==> config.mk <==
export PLATFORM = sky130hd
export DESIGN_NAME = n64_read_response
export DESIGN_NICKNAME = d
export VERILOG_FILES = /design/src/rtl/n64_read_response.sv
export SDC_FILE = /design/constraint.sdc
export NUM_CORES = 1
export LEC_CHECK = 0
export CORE_UTILIZATION = 63
export CTS_BUF_LIST = sky130_fd_sc_hd__clkbuf_4
export DETAILED_ROUTE_END_ITERATION = 10
export PLACE_DENSITY = 0.83
export SYNTH_ARGS = -nofsm -noshare
export SYNTH_HDL_FRONTEND = slang
export SYNTH_SLANG_ARGS = --single-unit
==> constraint.sdc <==
create_clock -name clk -period 5.6 [get_ports clk]
set_input_delay 1.12 -clock clk [delete_from_list [all_inputs] [get_ports clk]]
set_output_delay 1.12 -clock clk [all_outputs]
set_load 0.01 [all_outputs]
==> src/rtl/n64_read_response.sv <==
// n64_read_response
// Decodes the N64 controller's serial reply into a parallel status word.
// Each bit is pulse-width coded and starts with a falling edge. The line is
// sampled SAMPLE_PT cycles after that edge: a high line is a 1, a low line is a 0.
// The bits arrive MSB first and are followed by the controller stop bit.
// Optional feature macro: N64_READ_SYNC_EN places a two-flop synchronizer
// (both flops reset high) between data_in and the edge detector.
module n64_read_response #(
    parameter int SAMPLE_PT = 200,
    parameter int TIMEOUT   = 1000,
    parameter int NUM_BITS  = 32
) (
    input  logic        clk,
    input  logic        rst_n,
    input  logic        begin_read,
    input  logic        data_in,
    output logic        reading,
    output logic [31:0] response,
    output logic        data_valid,
    output logic        timeout_err
);

    typedef enum logic [2:0] {
        IDLE,
        WAIT_FALL,
        SAMPLE,
        WAIT_RISE,
        WAIT_STOP,
        STOP_LOW,
        DONE,
        ABORT
    } state_t;

    localparam logic [9:0] SampleLast = 10'(SAMPLE_PT - 1);
    localparam logic [9:0] TimeoutVal = 10'(TIMEOUT);
    localparam logic [5:0] BitsVal    = 6'(NUM_BITS);

    state_t      state_q;
    logic [9:0]  timer_q;
    logic [9:0]  timer_d;
    logic [5:0]  bitCount_q;
    logic [31:0] shift_q;
    logic [31:0] response_q;
    logic        reading_q;
    logic        dataValid_q;
    logic        timeoutErr_q;
    logic        line;
    logic        linePrev_q;
    logic        fall;
    logic        rise;
    logic        timedOut;

`ifdef N64_READ_SYNC_EN
    logic sync1_q;
    logic sync2_q;

    // Two-flop synchronizer; both stages reset to the idle-high line level.
    always_ff @(posedge clk or negedge rst_n) begin
        if (!rst_n) begin
            sync1_q <= 1'b1;
            sync2_q <= 1'b1;
        end else begin
            sync1_q <= data_in;
            sync2_q <= sync1_q;
        end
    end

    assign line = sync2_q;
`else
    assign line = data_in;
`endif

    // Previous line sample for edge detection; resets high like an idle line.
    always_ff @(posedge clk or negedge rst_n) begin
        if (!rst_n) begin
            linePrev_q <= 1'b1;
        end else begin
            linePrev_q <= line;
        end
    end

    assign fall     = linePrev_q & ~line;
    assign rise     = ~linePrev_q & line;
    assign timedOut = (timer_q == TimeoutVal);

    // Saturating increment so a very long wait cannot wrap the timer back to zero.
    always_comb begin
        timer_d = timer_q;
        if (timer_q != 10'h3FF) begin
            timer_d = timer_q + 10'd1;
        end
    end

    // Receive FSM. The registered pulse outputs are cleared every cycle unless set below.
    always_ff @(posedge clk or negedge rst_n) begin
        if (!rst_n) begin
            state_q      <= IDLE;
            timer_q      <= '0;
            bitCount_q   <= '0;
            shift_q      <= '0;
            response_q   <= '0;
            reading_q    <= 1'b0;
            dataValid_q  <= 1'b0;
            timeoutErr_q <= 1'b0;
        end else begin
            dataValid_q  <= 1'b0;
            timeoutErr_q <= 1'b0;
            case (state_q)
                IDLE: begin
                    if (begin_read) begin
                        state_q    <= WAIT_FALL;
                        reading_q  <= 1'b1;
                        bitCount_q <= '0;
                        timer_q    <= '0;
                        shift_q    <= '0;
                    end
                end
                WAIT_FALL: begin
                    if (fall) begin
                        timer_q <= '0;
                        state_q <= SAMPLE;
                    end else if (timedOut) begin
                        timer_q      <= '0;
                        state_q      <= ABORT;
                        timeoutErr_q <= 1'b1;
                    end else begin
                        timer_q <= timer_d;
                    end
                end
                SAMPLE: begin
                    if (timer_q == SampleLast) begin
                        shift_q    <= {shift_q[30:0], line};
                        bitCount_q <= bitCount_q + 6'd1;
                        timer_q    <= '0;
                        state_q    <= WAIT_RISE;
                    end else begin
                        timer_q <= timer_d;
                    end
                end
                WAIT_RISE: begin
                    if (line) begin
                        timer_q <= '0;
                        state_q <= (bitCount_q == BitsVal) ? WAIT_STOP : WAIT_FALL;
                    end else if (timedOut) begin
                        timer_q      <= '0;
                        state_q      <= ABORT;
                        timeoutErr_q <= 1'b1;
                    end else begin
                        timer_q <= timer_d;
                    end
                end
                WAIT_STOP: begin
                    if (fall) begin
                        timer_q <= '0;
                        state_q <= STOP_LOW;
                    end else if (timedOut) begin
                        timer_q      <= '0;
                        state_q      <= ABORT;
                        timeoutErr_q <= 1'b1;
                    end else begin
                        timer_q <= timer_d;
                    end
                end
                STOP_LOW: begin
                    if (rise) begin
                        timer_q     <= '0;
                        response_q  <= shift_q;
                        dataValid_q <= 1'b1;
                        state_q     <= DONE;
                    end else if (timedOut) begin
                        timer_q      <= '0;
                        state_q      <= ABORT;
                        timeoutErr_q <= 1'b1;
                    end else begin
                        timer_q <= timer_d;
                    end
                end
                DONE: begin
                    // data_valid is high this cycle; reading drops as IDLE is re-entered.
                    timer_q   <= '0;
                    reading_q <= 1'b0;
                    state_q   <= IDLE;
                end
                ABORT: begin
                    // timeout_err is high this cycle; response keeps its last good word.
                    timer_q   <= '0;
                    reading_q <= 1'b0;
                    state_q   <= IDLE;
                end
                default: begin
                    timer_q   <= '0;
                    reading_q <= 1'b0;
                    state_q   <= IDLE;
                end
            endcase
        end
    end

    assign reading     = reading_q;
    assign response    = response_q;
    assign data_valid  = dataValid_q;
    assign timeout_err = timeoutErr_q;

endmodule

==> results of run 1 <==
cell type report:
class	count	area [sq um]	share of cell area, %
Clock inverter	5	82.6	1.94
Multi-Input combinational cell	176	1390	32.6
Clock buffer	11	82.6	1.94
Sequential cell	87	2180	51.2
Tap cell	72	90.1	2.12
Inverter	7	26.3	0.618
Timing Repair Buffer	42	408	9.59
per-stage QoR:
| stage | hold slack [ps] | util [%] |
|---|---|---|
| 5_1_grt | 540 | 76.3 |
| 6_report | 523 | 76.3 |
| 3_3_place_gp | 487 | 73.4 |
| 4_1_cts | 526 | 76.3 |
| 2_1_floorplan | 461 | - |
| 3_5_place_dp | 486 | 73.4 |
synth_stat cells (2+ instances only):
cell       instances
nor3_1             5
nor2b_1            2
mux2_2            33
and4_1             3
a21oi_1            8
and3_1             4
o31ai_1            3
inv_1              7
nand2_1           11
o21ai_0           12
nand4_1            4
a41oi_1            2
a31oi_1            5
or3_1              2
dfrtp_1           86
nand3_1            6
ha_1               4
nand3b_1           2
xor2_1             2
a22o_1            34
o2bb2ai_1          2
clkbuf_1          16
buf_6              3
nor2_1             9
kinds of logic after synthesis:
family,share of synthesized area [%]
AO/OA/AOI/OAI,15.3
XOR/XNOR,0.713
adder cells (fa/ha/maj),1.36
buffers and inverters,3.26
flip-flops,59.1
multiplexers,10.1
AND/OR/NAND/NOR,10.1
sequential cells by signal (all words and copies together), names as in the netlist:
signal,flops
response,32
shift_q,32
timer_q,10
bitCount_q,6
state_q,3
data_valid,1
linePrev_q,1
reading,1
timeout_err,1
critical path, delay by kind of cell:
family / cells / cell delay [ps]
muxes: 1 / 360
and+or+nand+nor: 1 / 680
buffers and inverters: 2 / 1030
final timing paths:
check	start	to	slack [ps]	depth (start not counted)
min in group asynchronous	rst_n	timer_q[6]	860	1
worst min-delay path	response[13]	response[13]	520	1
worst max register to register	timer_q[4]	timer_q[9]	3160	5
max in group asynchronous	rst_n	timer_q[4]	4050	1
worst max-delay path	data_in	response[17]	2710	4
worst min register to register	response[13]	response[13]	520	1
per-layer routing:
layer,up-vias,share of wire [%],global-route usage [%]
met5,-,0,0
met4,0,1.2,10.7
met3,11,4.7,4.19
met2,73,49,38.9
met1,1295,45,34.9
li1,1152,-,-
power by group through the flow:
| stage | Combinational, mW | Sequential [mW] | Clock (mW) |
|---|---|---|---|
| 6_report | 0.208 | 0.693 | 0.400 |
| 5_1_grt | 0.235 | 0.697 | 0.430 |
| 4_1_cts | 0.207 | 0.691 | 0.407 |
| 3_5_place_dp | 0.205 | 0.703 | 0 |
| 3_3_place_gp | 0.203 | 0.702 | 0 |
| 2_1_floorplan | 0.188 | 0.676 | 0 |
==> parameters.txt, run 1 <==
Parameter                              Value

Power and ir drop
  Leakage power total    1.96 nW
  Peak supply drop    255 uV
  Proportion of power drawn by combinational gates    16.0%
  Total power    1.30 mW
  Sequential fraction of design power    53.2%
  Switching Share    29.7%
  Total power divided by cell area    306 nW/um^2
  Switching pwr    0.386 mW
  Internal power consumption    0.915 mW
  Part of the power in the clock network    30.8%

GRT
  Vias in the first global route    2424
  Final global-route overflow total    0
  Tot GR Track Use    24.9%
  Wire length of the first global-routing pass    11700 microns
  Initial antenna violation count    0
  Pin count of the biggest net entering global routing    88

Detailed routing
  Detailed-route wire length    6890 microns
  Vias/cell    6.33
  Final routed DRC violation total    0
  Detailed-route via count    2531
  Pre-Repair DR Iteration Count    5
  Initial DRC Count    185
  Detailed-route wire length per cell    17.2 microns
  Post-detailed-route count of antenna-violating nets    0

Yosys
  Post-synth top area cell    dfrtp_1
  Seq cells post-synth    87
  Post-Synthesis Mean Instance Area    12.8 sq um
  Share of synthesized registers carrying an async set or reset    100%
  Most used flip-flop cell after synthesis    dfrtp_1
  Number of cells produced by synthesis    289
  Number of enable-type register cells in the synthesized netlist    0
  Leading cell types by total area after synthesis    dfrtp_1, mux2_2, a22o_1
  Yosys warnings    0
  Synth top area share    58.4%
  Proportion of synthesized chip area in sequential cells    59.1%
  Synthesized netlist net count    297
  Area of the mapped netlist    3680 sq um
  Count of different cell masters after synthesis    48

Worst setup path
  Highest fanout seen on the critical path    18
  Endpoint required time on the critical path    5910 ps
  Element type at the critical path end    register
  Crit-path max cell delay    680 ps
  Critical setup path kind    input pin to register
  Worst setup SP type    input pin
  Arrival time of the worst setup path    3200 ps
  Cells traversed along the worst timing path    clkdlybuf4s50_1 -> and3_1 -> buf_4 -> mux2_2
  Slowest stage cell on the critical path    and3_1

Timing
  Final WS setup    2710 ps
  Final number of max-transition violations    0
  Final number of hold-violating endpoints    0
  Fmax    0.345 GHz
  Pin slew with the least headroom to its limit    1060 ps
  Total negative slack for setup checks    0 ps
  Worst Clk Skew    15.0 ps
  Relative slew slack    29.6%
  Setup violators final    0
  Unrepaired setup endpoints after global routing    no
  Final critical-path share of the clock period    51.7%
  Shortest period the worst path allows    2890 ps

Clock network
  # Post-CTS Setup Buffers    0
  H-tree Lvls    3
  Max Root-Sink Buffers    2
  Clock root buffer    clkbuf_4
  Post-cts sizing count    0
  CTS buffer count    9
  TritonCTS clock tree    done
  Clock transition time at the flip-flop clock pins of the worst setup and hold paths    140 ps
  CTS sink cnt    87
  Clk_lat worst skew    420 ps
  Cts-stage hold buffer count    0

Cells and area
  N_diodes    0
  Non-Filler Cell Area, Final    4250 sq um
  Filler cell count    381
  Leading cell types in the layout, fill and taps excluded    dfrtp_1, clkdlybuf4s50_1, a22o_1, mux2_2, o21ai_0
  Area growth syn-to-layout    15.4%
  Cell Count, Final, Fillers Out    400
  Most common cell after layout, fill and taps aside    dfrtp_1
  Final Net Count    331
  Share of post-route cells with drive strength above 1    18.6%

Die
  Die outline width    78.5 microns
  Die area    6160 sq um
  Core area    5570 sq um
  DIE HEIGHT    78.5 microns
  Top Ports    39
  Number of core rows    27
  Starting density of the core    66.1%

Placed design
  Number of port buffers    38
  Detailed placement HPWL    4290 microns
  Placed insts    384
  Place WS    2230 ps
  Placement-stage cell area    4090 sq um
  Global placement routability congestion    0.841

Hold path
  Worst hold-check path type    register to register

Job
  Max-Cap Viols    0

Run status
  Outcome    completed
(Power assumes the default switching activity.)
==> inputs of run 2 (changes only) <==
CORE_UTILIZATION = 53   (was 63)
PLACE_DENSITY = 0.74   (was 0.83)
clock period = 2.5 ns   (was 5.6 ns; I/O delays follow)
==> run 2 against run 1 <==
Utilization down 13 points. Total power up 110%. Hold slack worse by 470 ps. Global-route usage down 4.4 points. Combinational power up 140%. Clock-buffer cell count down 1. Sequential share of layout area down 0.68 points. Largest cell class unchanged. Die area up 18%. Non-clock buffer count up 8.
==> parameters.txt, run 2 (synthesis results as in run 1) <==
Parameter                              Value

Worst setup path
  Element type at the critical path end    register
  Worst setup SP type    register
  Endpoint required time on the critical path    2800 ps (-3110 ps)
  Arrival time of the worst setup path    2620 ps (-580 ps)
  Highest fanout seen on the critical path    9 (-9)
  Crit path launch    timer_q[8]
  R2R setup slack    190 ps (-2970 ps)
  R2R Path Start    timer_q[8]
  Critical setup path kind    register to register

Timing
  Total negative slack for setup checks    0 ps (unchanged)
  Final number of hold-violating endpoints    0 (unchanged)
  Worst Clk Skew    17.8 ps (+2.87 ps)
  Final number of max-transition violations    0 (unchanged)
  Relative slew slack    59.6% (+30 points)
  Shortest period the worst path allows    2310 ps
  Pin slew with the least headroom to its limit    591 ps (-466 ps)
  Final critical-path share of the clock period    92.5%
  Setup violators final    0 (unchanged)
  Unrepaired setup endpoints after global routing    no
  Fmax    0.432 GHz
  Final WS setup    187 ps (-2520 ps)

Cells and area
  Reg area    2180 sq um (unchanged)
  Leading cell types in the layout, fill and taps excluded    dfrtp_1, clkdlybuf4s50_1, a22o_1, mux2_2, o21ai_0
  Area growth syn-to-layout    17.0%
  Most common cell after layout, fill and taps aside    dfrtp_1
  Final Net Count    339 (+2.4%)
  N_diodes    0 (unchanged)
  Filler cell count    558 (+46%)
  Multi-input combinational cell area    1390 sq um (unchanged)
  Share of post-route cells with drive strength above 1    20.5% (+1.9 points)

Clock network
  Post-cts sizing count    0 (unchanged)
  Clock transition time at the flip-flop clock pins of the worst setup and hold paths    150 ps (about the same)
  Clk_lat worst skew    430 ps (about the same)
  Clock root buffer    clkbuf_4
  Max Root-Sink Buffers    2 (unchanged)
  TritonCTS clock tree    done
  CTS sink cnt    87 (unchanged)
  # Post-CTS Setup Buffers    0 (unchanged)
  H-tree Lvls    3 (unchanged)
  Cts-stage hold buffer count    0 (unchanged)
  CTS buffer count    9 (unchanged)

Placed design
  Detailed placement HPWL    4380 microns (+2.2%)
  Global placement routability congestion    0.773 (-8.1%)
  Place WS    121 ps (-2110 ps)
  Number of port buffers    38 (unchanged)

Power and ir drop
  Part of the power in the clock network    26.3% (-4.5 points)
  Switching pwr    0.912 mW (+140%)
  Total power divided by cell area    646 nW/um^2 (+110%)
  Sequential fraction of design power    55.9% (+2.7 points)
  Switching Share    32.7% (+3.1 points)
  Internal power consumption    1.87 mW (+100%)
  Peak supply drop    282 uV (+11%)
  Proportion of power drawn by combinational gates    17.8% (+1.8 points)
  Leakage power total    1.98 nW (+1.1%)

Detailed routing
  Initial DRC Count    239 (+29%)
  Pre-Repair DR Iteration Count    4 (-1)
  Final routed DRC violation total    0 (unchanged)
  Vias/cell    6.03 (-4.7%)
  Detailed-route wire length    6780 microns (-1.6%)
  Post-detailed-route count of antenna-violating nets    0 (unchanged)
  Detailed-route wire length per cell    16.3 microns (-5.4%)
  Detailed-route via count    2509 (-0.87%)

Die
  Starting density of the core    54.5% (-12 points)
  Number of core rows    30 (+11%)
  Die outline width    85.4 microns (+8.8%)
  Top Ports    39 (unchanged)
  DIE HEIGHT    85.4 microns (+8.8%)
  Die area    7290 sq um (+18%)
  Core area    6760 sq um (+21%)

GRT
  Tot GR Track Use    20.6% (-4.4 points)
  Wire length of the first global-routing pass    11700 microns (about the same)
  Pin count of the biggest net entering global routing    46 (-48%)
  Final global-route overflow total    0 (unchanged)
  Vias in the first global route    2308 (-4.8%)
  Initial antenna violation count    0 (unchanged)

Job
  Max-Cap Viols    0 (unchanged)

Hold path
  Worst hold-check path type    input pin to asynchronous set/reset pin

Run status
  Outcome    completed
## run 2: final timing paths
| kind | endpoint | cells past startpoint |
|---|---|---|
| worst max-delay path | timer_q[9] | 5 |
| worst min-delay path | response[6] | 1 |
| worst max register to register | timer_q[9] | 5 |
| worst min register to register | response[9] | 1 |
| max in group asynchronous | linePrev_q | 2 |
| min in group clk | response[9] | 1 |
## run 2: critical path: stages (launching register included)
cell and delay, ps:
dfrtp_1 460, or4_4 570, or3_1 390, a32o_1 340
nor2_2 300, o21ai_0 140
## run 2: cell type report
type                    count  share of cell area (%)
flip-flops and latches     87                    50.5
multi-input cells         176                    32.2
repair buffers             50                    11.4
well taps                  80                    2.32
clock buffers              10                    1.74
clock inverters             6                    1.22
inverters                   7                   0.609
## run 2: through the flow
step	power [mW]	hold WS, ps	cells	utilization [%]	instance area [sq um]
floorplan	1.94	204	289	-	3680
global placement	2.05	480	400	61.9	4180
detailed placement	2.07	495	400	61.9	4180
CTS	2.80	44.3	416	63.8	4310
global route	2.93	66.0	416	63.8	4310
finish	2.79	53.1	416	63.8	4310
## run 2: power by group through the flow
stage | combinational [mW] | clock [mW] | sequential (mW)
CTS | 0.493 | 0.757 | 1.55
floorplan | 0.422 | 0 | 1.51
finish | 0.496 | 0.733 | 1.56
global route | 0.551 | 0.807 | 1.57
detailed placement | 0.490 | 0 | 1.58
global placement | 0.478 | 0 | 1.57
## run 2: layer usage
layer,part of all wire (%),up-vias,GRT usage [%]
met5,0,-,0
met3,4.2,10,3.50
li1,-,1173,-
met2,43,60,28.4
met1,51,1266,32.2
met4,1.7,0,8.48
